===== src/rtl/ks_data_path_param_if.sv =====
// Shared K&S decode type plus the control/status/data bundle between the
// K&S control unit (master) and the parametrised data path (slave).
//   master: drives branch, pc_enable, ir_enable, addr_sel, c_sel, operation,
//           write_reg_enable, flags_reg_enable, data_in; observes the rest.
//   slave : drives decoded_instruction, illegal_instr, the four flags,
//           ram_addr and data_out.
package k_and_s_pkg;
  typedef enum logic [3:0] {
    I_NOP    = 4'd0,
    I_LOAD   = 4'd1,
    I_STORE  = 4'd2,
    I_MOVE   = 4'd3,
    I_ADD    = 4'd4,
    I_SUB    = 4'd5,
    I_AND    = 4'd6,
    I_OR     = 4'd7,
    I_BRANCH = 4'd8,
    I_BZERO  = 4'd9,
    I_BNEG   = 4'd10,
    I_BNNEG  = 4'd11,
    I_BNZERO = 4'd12,
    I_HALT   = 4'd13
  } decoded_instruction_type;
endpackage

interface ks_data_path_param_if #(
  parameter int unsigned DATA_WIDTH = 16,
  parameter int unsigned ADDR_WIDTH = 5
) ();
  logic                                branch;
  logic                                pc_enable;
  logic                                ir_enable;
  logic                                addr_sel;
  logic                                c_sel;
  logic [1:0]                          operation;
  logic                                write_reg_enable;
  logic                                flags_reg_enable;
  k_and_s_pkg::decoded_instruction_type decoded_instruction;
  logic                                illegal_instr;
  logic                                zero_op;
  logic                                neg_op;
  logic                                unsigned_overflow;
  logic                                signed_overflow;
  logic [ADDR_WIDTH-1:0]               ram_addr;
  logic [DATA_WIDTH-1:0]               data_out;
  logic [DATA_WIDTH-1:0]               data_in;

  modport master (
    output branch, pc_enable, ir_enable, addr_sel, c_sel, operation,
           write_reg_enable, flags_reg_enable, data_in,
    input  decoded_instruction, illegal_instr, zero_op, neg_op,
           unsigned_overflow, signed_overflow, ram_addr, data_out
  );

  modport slave (
    input  branch, pc_enable, ir_enable, addr_sel, c_sel, operation,
           write_reg_enable, flags_reg_enable, data_in,
    output decoded_instruction, illegal_instr, zero_op, neg_op,
           unsigned_overflow, signed_overflow, ram_addr, data_out
  );
endinterface


===== src/rtl/ks_data_path_param.sv =====
// K&S processor data path, parametrised in data and address width.
// Holds IR, PC, a 4-entry register file and the flags register; decodes
// ir[15:8], runs the ALU and muxes the memory address. All state is cleared
// by a synchronous active-high reset that overrides every enable.
// Ports:
//   clk - rising-edge clock
//   rst - synchronous active-high reset
//   bus - slave side of ks_data_path_param_if (controls in, status/data out)
module ks_data_path_param
  import k_and_s_pkg::*;
#(
  parameter int unsigned DATA_WIDTH = 16,
  parameter int unsigned ADDR_WIDTH = 5
) (
  input  logic                    clk,
  input  logic                    rst,
  ks_data_path_param_if.slave     bus
);

  localparam int unsigned Msb = DATA_WIDTH - 1;

  logic [15:0]           ir_q;
  logic [ADDR_WIDTH-1:0] pc_q;
  logic [DATA_WIDTH-1:0] regs_q [4];
  logic                  zero_q, neg_q, uov_q, sov_q;

  decoded_instruction_type dec_op;
  logic                    dec_illegal;
  logic [1:0]              ra, rb, rc;

  logic [DATA_WIDTH-1:0] bus_a, bus_b, alu_res;
  logic [DATA_WIDTH:0]   add_full;
  logic                  alu_uov, alu_sov;
  logic [ADDR_WIDTH-1:0] ir_addr;

  // ir[7] carries no field in any instruction format.
  logic unused_ir;
  assign unused_ir = ir_q[7];

  assign ir_addr = ir_q[ADDR_WIDTH-1:0];

  // Decoder
  always_comb begin
    dec_op      = I_NOP;
    dec_illegal = 1'b0;
    ra          = 2'd0;
    rb          = 2'd0;
    rc          = 2'd0;
    case (ir_q[15:8])
      8'h00: dec_op = I_NOP;
      8'h81: begin
        dec_op = I_LOAD;
        rc     = ir_q[6:5];
      end
      8'h82: begin
        dec_op = I_STORE;
        ra     = ir_q[6:5];
      end
      8'h91: begin
        dec_op = I_MOVE;
        ra     = ir_q[1:0];
        rb     = ir_q[1:0];
        rc     = ir_q[3:2];
      end
      8'hA1, 8'hA2, 8'hA3, 8'hA4: begin
        unique case (ir_q[10:8])
          3'd1:    dec_op = I_ADD;
          3'd2:    dec_op = I_SUB;
          3'd3:    dec_op = I_AND;
          default: dec_op = I_OR;
        endcase
        ra = ir_q[1:0];
        rb = ir_q[3:2];
        rc = ir_q[5:4];
      end
      8'h01: dec_op = I_BRANCH;
      8'h02: dec_op = I_BZERO;
      8'h03: dec_op = I_BNEG;
      8'h0A: dec_op = I_BNNEG;
      8'h0B: dec_op = I_BNZERO;
      8'hFF: dec_op = I_HALT;
      default: begin
        dec_op      = I_NOP;
        dec_illegal = 1'b1;
      end
    endcase
  end

  // Register file reads are combinational; writes land at the edge, so a
  // same-cycle read always sees the old value.
  assign bus_a = regs_q[ra];
  assign bus_b = regs_q[rb];

  // ALU
  assign add_full = {1'b0, bus_a} + {1'b0, bus_b};

  always_comb begin
    alu_res = '0;
    alu_uov = 1'b0;
    alu_sov = 1'b0;
    unique case (bus.operation)
      2'b00: alu_res = bus_a | bus_b;
      2'b01: begin
        alu_res = add_full[DATA_WIDTH-1:0];
        alu_uov = add_full[DATA_WIDTH];
        alu_sov = (bus_a[Msb] == bus_b[Msb]) && (alu_res[Msb] != bus_a[Msb]);
      end
      2'b10: begin
        alu_res = bus_a - bus_b;
        alu_uov = bus_a < bus_b;
        alu_sov = (bus_a[Msb] != bus_b[Msb]) && (alu_res[Msb] != bus_a[Msb]);
      end
      default: alu_res = bus_a & bus_b;
    endcase
  end

  // IR and PC
  always_ff @(posedge clk) begin
    if (rst) begin
      ir_q <= '0;
      pc_q <= '0;
    end else begin
      if (bus.ir_enable) ir_q <= bus.data_in[15:0];
      // Uses the pre-edge IR even when IR is reloaded in the same cycle.
      if (bus.pc_enable) pc_q <= bus.branch ? ir_addr : pc_q + ADDR_WIDTH'(1);
    end
  end

  // Register file
  always_ff @(posedge clk) begin
    if (rst) begin
      for (int i = 0; i < 4; i++) regs_q[i] <= '0;
    end else if (bus.write_reg_enable) begin
      regs_q[rc] <= bus.c_sel ? alu_res : bus.data_in;
    end
  end

  // Flags, computed from the operands read before any same-cycle write.
  always_ff @(posedge clk) begin
    if (rst) begin
      zero_q <= 1'b0;
      neg_q  <= 1'b0;
      uov_q  <= 1'b0;
      sov_q  <= 1'b0;
    end else if (bus.flags_reg_enable) begin
      zero_q <= (alu_res == '0);
      neg_q  <= alu_res[Msb];
      uov_q  <= alu_uov;
      sov_q  <= alu_sov;
    end
  end

  assign bus.decoded_instruction = dec_op;
  assign bus.illegal_instr       = dec_illegal;
  assign bus.zero_op             = zero_q;
  assign bus.neg_op              = neg_q;
  assign bus.unsigned_overflow   = uov_q;
  assign bus.signed_overflow     = sov_q;
  assign bus.ram_addr            = bus.addr_sel ? pc_q : ir_addr;
  assign bus.data_out            = bus_a;

endmodule


===== src/flat_wrapper.sv =====
// flat-port wrapper written by rule: the top's interface ports become plain ports
module ks_data_path_param_flat import k_and_s_pkg::*;
#(
  parameter int unsigned DATA_WIDTH = 16,
  parameter int unsigned ADDR_WIDTH = 5
)
  (clk, rst, bus_branch, bus_pc_enable, bus_ir_enable, bus_addr_sel, bus_c_sel, bus_operation, bus_write_reg_enable, bus_flags_reg_enable, bus_data_in, bus_decoded_instruction, bus_illegal_instr, bus_zero_op, bus_neg_op, bus_unsigned_overflow, bus_signed_overflow, bus_ram_addr, bus_data_out);
  ks_data_path_param_if #(.DATA_WIDTH(DATA_WIDTH), .ADDR_WIDTH(ADDR_WIDTH)) bus_i ();
  input  logic clk;
  input  logic rst;
  input wire logic [$bits(bus_i.branch)-1:0] bus_branch;
  input wire logic [$bits(bus_i.pc_enable)-1:0] bus_pc_enable;
  input wire logic [$bits(bus_i.ir_enable)-1:0] bus_ir_enable;
  input wire logic [$bits(bus_i.addr_sel)-1:0] bus_addr_sel;
  input wire logic [$bits(bus_i.c_sel)-1:0] bus_c_sel;
  input wire logic [$bits(bus_i.operation)-1:0] bus_operation;
  input wire logic [$bits(bus_i.write_reg_enable)-1:0] bus_write_reg_enable;
  input wire logic [$bits(bus_i.flags_reg_enable)-1:0] bus_flags_reg_enable;
  input wire logic [$bits(bus_i.data_in)-1:0] bus_data_in;
  output wire logic [$bits(bus_i.decoded_instruction)-1:0] bus_decoded_instruction;
  output wire logic [$bits(bus_i.illegal_instr)-1:0] bus_illegal_instr;
  output wire logic [$bits(bus_i.zero_op)-1:0] bus_zero_op;
  output wire logic [$bits(bus_i.neg_op)-1:0] bus_neg_op;
  output wire logic [$bits(bus_i.unsigned_overflow)-1:0] bus_unsigned_overflow;
  output wire logic [$bits(bus_i.signed_overflow)-1:0] bus_signed_overflow;
  output wire logic [$bits(bus_i.ram_addr)-1:0] bus_ram_addr;
  output wire logic [$bits(bus_i.data_out)-1:0] bus_data_out;
  assign bus_i.branch = bus_branch;
  assign bus_i.pc_enable = bus_pc_enable;
  assign bus_i.ir_enable = bus_ir_enable;
  assign bus_i.addr_sel = bus_addr_sel;
  assign bus_i.c_sel = bus_c_sel;
  assign bus_i.operation = bus_operation;
  assign bus_i.write_reg_enable = bus_write_reg_enable;
  assign bus_i.flags_reg_enable = bus_flags_reg_enable;
  assign bus_i.data_in = bus_data_in;
  assign bus_decoded_instruction = bus_i.decoded_instruction;
  assign bus_illegal_instr = bus_i.illegal_instr;
  assign bus_zero_op = bus_i.zero_op;
  assign bus_neg_op = bus_i.neg_op;
  assign bus_unsigned_overflow = bus_i.unsigned_overflow;
  assign bus_signed_overflow = bus_i.signed_overflow;
  assign bus_ram_addr = bus_i.ram_addr;
  assign bus_data_out = bus_i.data_out;
  ks_data_path_param #(.DATA_WIDTH(DATA_WIDTH), .ADDR_WIDTH(ADDR_WIDTH)) u_core (.clk(clk), .rst(rst), .bus(bus_i));
endmodule

===== config.mk =====
export PLATFORM = sky130hd
export DESIGN_NAME = ks_data_path_param_flat
export DESIGN_NICKNAME = d
export VERILOG_FILES = /design/src/rtl/ks_data_path_param_if.sv /design/src/rtl/ks_data_path_param.sv /design/src/flat_wrapper.sv
export SDC_FILE = /design/constraint.sdc
export NUM_CORES = 1
export LEC_CHECK = 0
export CAP_MARGIN = 20
export CORE_ASPECT_RATIO = 0.6
export CORE_MARGIN = 2
export CORE_UTILIZATION = 25
export CTS_CLUSTER_SIZE = 10
export DETAILED_ROUTE_END_ITERATION = 10
export DONT_BUFFER_PORTS = 1
export MAX_ROUTING_LAYER = met4
export SYNTH_ARGS = -nofsm -noshare
export SYNTH_HDL_FRONTEND = slang
export SYNTH_SLANG_ARGS = --single-unit

===== constraint.sdc =====
create_clock -name clk -period 9.1 [get_ports clk]
set_input_delay 1.365 -clock clk [delete_from_list [all_inputs] [get_ports clk]]
set_output_delay 1.365 -clock clk [all_outputs]
set_load 0.01 [all_outputs]

# Yosys cells after proc, flatten, opt, wreduce, memory -nomap -nowiden
# Memory sizes are Yosys's and may differ from the RTL's.
# Index checks and enable logic that the tools add are counted.
[word_totals]
out_inout_bits = 30
n_memories = 1
in_bits = 27
elab_cells = 64
ram_bits = 64
reg_bits = 25
[classes]
n_eq_ne = 22
mux = 20
magnitude_cmp = 1
addsub = 3
n_bitwise = 2
reduce_logical = 9
[memory_table]
columns = ["memory", "depth", "width", "rd", "rd_clocked_by_memory_dff", "wr", "line_no", "text"]
rows = [
  ["u_core.regs_q", 4, 16, 2, 0, 4, "ks_data_path_param.sv:24", "logic [DATA_WIDTH-1:0] regs_q [4];"],
]
[ops]
columns = ["operator", "n"]
rows = [
  ["$eq A8 B8 Y1 const B", 8],
  ["$pmux W16 S3", 1],
  ["$pmux W4 S10", 1],
  ["$mux W16", 2],
  ["$add A16 B16 Y17", 1],
  ["$and A16 B16 Y16", 1],
  ["$eq A8 B2 Y1 const B", 2],
  ["$eq A8 B4 Y1 const B", 2],
  ["$logic_not A16 Y1", 1],
  ["$lt A16 B16 Y1", 1],
  ["$or A16 B16 Y16", 1],
  ["$reduce_or A16 Y1", 1],
  ["$sub A16 B16 Y16", 1],
  ["$reduce_or A14 Y1", 1],
  ["$pmux W2 S3", 2],
  ["$mux W5", 2],
  ["$eq A8 B1 Y1 const B", 1],
  ["$logic_not A8 Y1", 1],
  ["$pmux W2 S2", 2],
  ["$mux W1", 7],
  ["$eq A3 B2 Y1 const B", 2],
  ["$add A5 B1 Y5 const B", 1],
  ["$reduce_or A5 Y1", 1],
  ["$pmux W1 S2", 2],
  ["other kinds (9)", 12],
]

# Longest topological paths before layout
# Gate-level depths: netlist (run 1).
# An unclocked memory read counts as a cell.
[logic_depth]
ltp_word = 8
depth_mapped = 21
ltp_nobuf = 18

# Least setup slack after synthesis (run 1)
# Ideal clock, no wire load.
[synth_path]
path_kind = "register -> register"
from = "reg u_core.ir_q[10]"
to = "mem u_core.regs_q[0][14], data pin"
path_stages_with_launch = 20
arrival_time_ps = 4380
required_time_ps = 8835
slack_ps = 4455
synth_period_minus_slack_ps = 4645
setup_time_ps = 265
n_path_buf = 4
cell_sequence = "dfxtp_1 buf_6 nor2_1 nand2_1 nor4b_4 a22o_1 buf_2 buf_2 mux2i_1 ha_1 clkbuf_1 nand2_1 o21ai_0 nor3b_1 a221oi_1 xor2_1 a2111oi_2 a21oi_1 mux2i_1 nor2_1"
[synth_lines]
columns = ["item", "line_no", "text"]
rows = [
  ["start: declaration", "ks_data_path_param.sv:22", "logic [15:0] ir_q;"],
  ["start signal: assignment", "ks_data_path_param.sv:123", "if (bus.ir_enable) ir_q <= bus.data_in[15:0];"],
  ["end: declaration", "ks_data_path_param.sv:24", ""],
]

==> flow_summary_export.csv, run 1 <==
group,metric,value,unit
critical_path,critPathKind,"flip-flop to flip-flop",
yosys,synth_edf_count,64,
timing,setup-tns-final,0,ns
yosys,async_reset_ff_share,0,%
yosys,yosysTopAreaCell,"edfxtp_1",
min_path,hold_depth,2,
yosys,ys_top_cells_by_count,"mux2i_1, nor2_1, edfxtp_1, inv_1, ha_1",
yosys,synthesis.instances,799,
critical_path,cp-end-kind,"flip-flop",
yosys,synth_warnings,0,
cts,cts_hold_buffers,0,
floorplan,fp.dieW,228,um
cts,cts_tree,"done",
yosys,synth_area_leaders,"edfxtp_1, mux2i_1, ha_1",
cts,clkSinkCount,88,
floorplan,boundaryPins,57,
floorplan,rows,49,
timing,drv_slew,0,
detailed_routing,post-route-drc-count,0,
floorplan,initial_utilization,25.2,%
detailed_routing,ant_nets,0,
cells_and_area,fin_util,27.2,%
critical_path,start_kind,"flip-flop",
detailed_routing,drt-total-wl,23.4,mm
run,drv_cap,0,
cells_and_area,nets,859,
cts,ctsResizeCount,0,
floorplan,die_y,138,um
global_routing,overflow,0,
yosys,synth-seq-cells,88,
cts,cts_buffers,9,
global_routing,grt_first_pass_wirelength,36.0,mm
placed_design,dp_hpwl,17.3,mm
cells_and_area,n_fill_cell,3166,
timing,grt_setup_unrepaired,"false",
cells_and_area,final_design_area_no_fill,8120,um2
timing,finalCriticalPeriod,5.64,ns
timing,worst_slew_pin_slew,1.05,ns
placed_design,placed_area,7800,um2
cells_and_area,drive_above_1_share,8.38,%
yosys,netlist_area,7520,um2
pwr,power.density,141,nW/um2
cts,clk_path_buf_depth,2,
cells_and_area,regArea,2400,um2
yosys,postSynthAreaPerCell,9.41,um2
detailed_routing,wl_per_cell,19.8,um
detailed_routing,vias,5940,
critical_path,ff2ff_path_depth,19,
critical_path,required,9.17,ns
yosys,synthDistinctLibCells,82,
yosys,synthesis.nets,887,
timing,setup_viol,0,
placed_design,portBuffers,0,
critical_path,crit_path_max_fanout,20,
timing,hold_viol_final,0,
floorplan,core-area,29800,um2
timing,fin_skew,0.0143,ns
yosys,synth_top_area_share,25.6,%
timing,timing.final.crit_share,62.0,%
cts,post_cts_buffers,0,
global_routing,grt_max_degree,30,
placed_design,post-place-ws,3.60,ns
global_routing,antenna_found_initial,0,
cts,htreeDepth,3,
timing,setup_slack,3.46,ns
cells_and_area,diodes,0,
global_routing,grt_use_total,15.4,%
yosys,ys_seq_area_share,32.0,%
floorplan,die_area,31500,um2
detailed_routing,firstDrtPassIters,5,
timing,fmax,0.177,GHz
yosys,synth_top_flop_cell,"edfxtp_1",
placed_design,gp_congestion,0.914,
cells_and_area,area_growth_syn_to_layout,7.94,%
cells_and_area,multi_input_area,4590,um2
cts,clkSlewWorstSetupHoldPaths,0.07,ns
cts,insertion_delay,0.36,ns
status,status,"complete, no violations",
critical_path,crit_arrival,5.71,ns
cts,cts_root_buf,"clkbuf_16",
detailed_routing,viasPerCell,5.02,
timing,relSlewSlack,29.6,%
yosys,synth_most_common_cell,"mux2i_1",
pwr,leakagePower,3.07,nW
detailed_routing,drtIter0Drc,622,
global_routing,grt_pass1_vias,5722,
pwr,ir_drop,0.0832,mV
min_path,worstHoldPathType,"flip-flop to flip-flop",
-- where the power goes --
group,switching (W),leakage [nW],internal (W)
Clock,0.000173,0.159,0.000230
Sequential,0.0000176,0.861,0.000451
Combinational,0.000171,2.05,0.000102
Total,0.000362,3.07,0.000782
-- registers in the layout, indices dropped and copies added, names as in the netlist --
register and cells:
u_core.bus.neg_op 1, u_core.bus.signed_overflow 1, u_core.bus.unsigned_overflow 1, u_core.bus.zero_op 1, u_core.ir_q 15, u_core.pc_q 5
u_core.regs_q 64
-- final timing paths --
path / from / end / slack (ns)
min reg2reg: u_core.ir_q[6] / u_core.ir_q[6] / 0.53
max reg2reg: u_core.ir_q[8] / u_core.regs_q[2][12] / 3.46
max: u_core.ir_q[8] / u_core.regs_q[2][12] / 3.46
min: u_core.ir_q[6] / u_core.ir_q[6] / 0.53
-- cell type report --
cell class	instances	area share, %
Multi-Input combinational cell	602	56.6
Timing Repair Buffer	8	0.740
Clock inverter	3	0.324
Sequential cell	88	29.6
Tap cell	408	6.29
Clock buffer	13	3.61
Inverter	62	2.87
-- kinds of logic (layout without fill, tap and decap cells) --
group | count (synthesis) | after routing | synth area share, %
buffers and inverters | 109 | 86 | 7.01
flip-flops | 88 | 88 | 32.0
XOR/XNOR | 17 | 17 | 1.98
adder cells (fa/ha/maj) | 61 | 61 | 10.4
multiplexers | 139 | 139 | 19.1
AO/OA/AOI/OAI | 143 | 143 | 13.9
AND/OR/NAND/NOR | 242 | 242 | 15.8
-- routing by layer --
metal  wire length (um)  GRT usage [%]  vias to the layer above
met5                  0              -                        -
met4                341           3.54                        0
met3               1930           3.53                       29
met2               9680           21.4                      230
met1              11500           22.3                     2870
li1                   -              -                     2811
-- cell usage in the layout (no fill, tap or decap), types with 9 or more instances in the layout --
master,instances
clkbuf_16,11
a21oi_1,26
nor2_1,108
edfxtp_1,64
nand3_1,9
nor3_1,10
inv_1,62
ha_1,59
mux2i_1,117
mux2_2,19
nand2_1,46
dfxtp_1,24
o21ai_0,28
xnor2_1,9
nand2b_1,13
-- through the flow --
stage	hold slack (ns)	cells	total power [W]
3_5_place_dp	0.514	1168	0.000743
2_1_floorplan	0.483	799	0.000680
3_3_place_gp	0.495	1168	0.000741
4_1_cts	0.531	1184	0.00114
5_1_grt	0.559	1184	0.00120
6_report	0.530	1184	0.00114
-- worst max-delay path, cell delays in order (launching register included) --
cell      delay (ns)
dfxtp_1         0.60
nor3_2          0.09
and4b_1         0.40
a21o_1          0.16
a22o_1          0.14
buf_4           0.40
mux2i_1         0.24
mux2_2          0.21
inv_1           0.10
ha_1            0.27
fa_1            0.45
a211oi_1        0.37
o21ai_1         0.24
a211oi_1        0.53
o31ai_1         0.18
xor2_1          0.17
and2_1          0.18
o22a_2          0.22
mux2i_1         0.30
nor2_1          0.09
(Power assumes the default switching activity.)
==> run 2, diff against run 1 <==
- clock period: 9.1 -> 5 ns (I/O delays scaled with it)
==> flow_summary_export.csv, run 2 (synthesis results as in run 1) <==
group,metric,value,unit
placed_design,gp_congestion,0.913,
placed_design,dp_hpwl,18.6,mm
detailed_routing,viasPerCell,4.95,
critical_path,cp-end-kind,"flip-flop",
timing,drv_slew,0,
cells_and_area,final_common_cell,"mux2i_1",
cts,htreeDepth,3,
critical_path,critPathKind,"flip-flop to flip-flop",
cells_and_area,regMostFlops,"u_core.regs_q",
detailed_routing,wl_per_cell,18.9,um
critical_path,r2r-end,"u_core.regs_q[0][15]",
floorplan,initial_utilization,25.2,%
cts,clkSlewWorstSetupHoldPaths,0.07,ns
critical_path,ff2ff_setup_slack,0.23,ns
pwr,total_power,0.00213,W
critical_path,ff2ff_path_depth,20,
timing,setup_viol,0,
floorplan,die_y,138,um
timing,finalCriticalPeriod,4.77,ns
cts,cts_root_buf,"clkbuf_16",
critical_path,slowest_delay,0.41,ns
global_routing,overflow,0,
critical_path,crit_arrival,4.85,ns
cts,insertion_delay,0.35,ns
placed_design,placed_area,8410,um2
placed_design,portBuffers,0,
status,status,"complete, no violations",
timing,worst_slew_pin_slew,0.954,ns
cts,cts_tree,"done",
floorplan,core-area,29800,um2
cells_and_area,final_design_area_no_fill,8840,um2
cts,clkSinkCount,88,
global_routing,grt_use_total,15.5,%
timing,fin_skew,0.00698,ns
timing,timing.final.crit_share,95.4,%
floorplan,boundaryPins,57,
pwr,leakagePower,3.50,nW
global_routing,grt_max_degree,26,
global_routing,grt_pass1_vias,6085,
min_path,min_from,"rst",
min_path,worstHoldEndpoint,"u_core.ir_q[8]",
cts,cts_buffers,9,
critical_path,r2r_start,"u_core.ir_q[10]",
min_path,worstHoldPathType,"primary input to flip-flop",
detailed_routing,post-route-drc-count,0,
pwr,ir_drop,0.135,mV
floorplan,rows,49,
timing,hold_viol_final,0,
critical_path,cp_slowest_cell,"ha_2",
cells_and_area,nets,942,
run,drv_cap,0,
cells_and_area,area_growth_syn_to_layout,17.5,%
critical_path,crit_path_max_fanout,21,
floorplan,die_area,31500,um2
critical_path,required,5.08,ns
detailed_routing,drt-total-wl,24.0,mm
cts,clk_path_buf_depth,2,
detailed_routing,vias,6278,
cells_and_area,fin_util,29.7,%
cells_and_area,drive_above_1_share,19.4,%
timing,relSlewSlack,36.3,%
min_path,hold_depth,1,
cells_and_area,n_fill_cell,3146,
global_routing,antenna_found_initial,2,
timing,fmax,0.210,GHz
critical_path,crit_top_cell,"buf_4",
detailed_routing,ant_nets,0,
cells_and_area,top_regs,"u_core.regs_q x64, u_core.ir_q x15, u_core.pc_q x5",
floorplan,fp.dieW,228,um
detailed_routing,drtIter0Drc,717,
detailed_routing,firstDrtPassIters,6,
global_routing,grt_first_pass_wirelength,36.4,mm
critical_path,start_kind,"flip-flop",
cells_and_area,final_cell_mix,"mux2i_1, nor2_1, buf_4",
pwr,power.density,241,nW/um2
critical_path,crit_chain,"nor2_2 -> and4_1 -> and2_1 -> a22o_2 -> buf_12 -> buf_4 -> mux2i_2 -> mux2i_2 -> ha_2 -> o21a_1 -> o21a_1 -> o2111ai_2 -> a32oi_1 -> buf_4 -> mux2i_1 -> o31ai_2 -> nand2_1 -> mux2i_1 -> buf_4 -> nor2_1",
cells_and_area,largest_reg_flops,64,
==> run 2: changes by cell type in the layout (fill, tap and decap cells not counted), sizes merged <==
| cell | before | now |
|---|---|---|
| clkbuf | 13 | 9 |
| bufinv | 0 | 1 |
| diode | 0 | 1 |
| clkinvlp | 0 | 1 |
| buf | 8 | 91 |
| clkinv | 0 | 2 |
==> run 2: routing by layer <==
metal / vias up / GRT usage, % / part of all wire (%)
li1: 2980 / - / -
met2: 221 / 21.3 / 41
met1: 3047 / 22.1 / 48
met3: 30 / 4.02 / 9.0
met4: 0 / 4.40 / 2.1
met5: - / - / 0
==> run 2: worst max-delay path, delay by kind of cell, from the launching register on <==
kind | cells | cell delay [ns]
fa+ha+maj | 1 | 0.41
simple gates | 5 | 0.82
compound gates | 6 | 1.44
mux | 4 | 0.66
flops | 1 | 0.40
buf+inv | 4 | 0.75
==> run 2: through the flow <==
step	setup slack [ns]	std cells	TNS, ns	hold slack [ns]
detailed placement	0.114	1245	0	0.500
finish	0.228	1268	0	0.464
global route	-0.0233	1268	-0.0672	0.460
floorplan	0.355	799	0	0.483
global placement	0.113	1245	0	0.493
CTS	0.0825	1261	0	0.455
==> run 2: worst max-delay path by stage <==
stage	to	slack (ns)	depth (start not counted)	start
6_report	u_core.regs_q[0][15]	0.23	20	u_core.ir_q[10]
5_1_grt	u_core.regs_q[1][15]	-0.02	21	u_core.ir_q[10]
4_1_cts	u_core.regs_q[1][12]	0.08	20	u_core.ir_q[10]
3_5_place_dp	u_core.regs_q[1][12]	0.11	16	u_core.ir_q[10]
3_3_place_gp	u_core.regs_q[1][12]	0.11	16	u_core.ir_q[10]
2_1_floorplan	u_core.regs_q[0][14]	0.36	19	u_core.ir_q[10]
==> run 2: cell type report <==
type                    count  area (um2)  area share [%]
repair buffers             91         724            8.20
clock buffers               9         225            2.55
diodes                      1        2.50          0.0283
multi-input cells         602        4660            52.7
well taps                 408         510            5.78
flip-flops and latches     88        2400            27.2
clock inverters             7        77.6           0.878
inverters                  62         233            2.63
==> run 2: what timing repair did <==
item	in CTS	in global routing
endpoints found under the setup margin	0	36
gates resized for setup	0	22
buffers inserted	0	6
hold buffers	0	0
endpoints found under the hold margin	0	0
==> run 2: where the power goes <==
group	leakage (nW)	total [W]	switching (W)	internal, W
clock network	0.147	0.000695	0.000303	0.000393
logic	2.49	0.000587	0.000338	0.000249
registers	0.861	0.000850	0.0000297	0.000821
total	3.50	0.00213	0.000670	0.00146
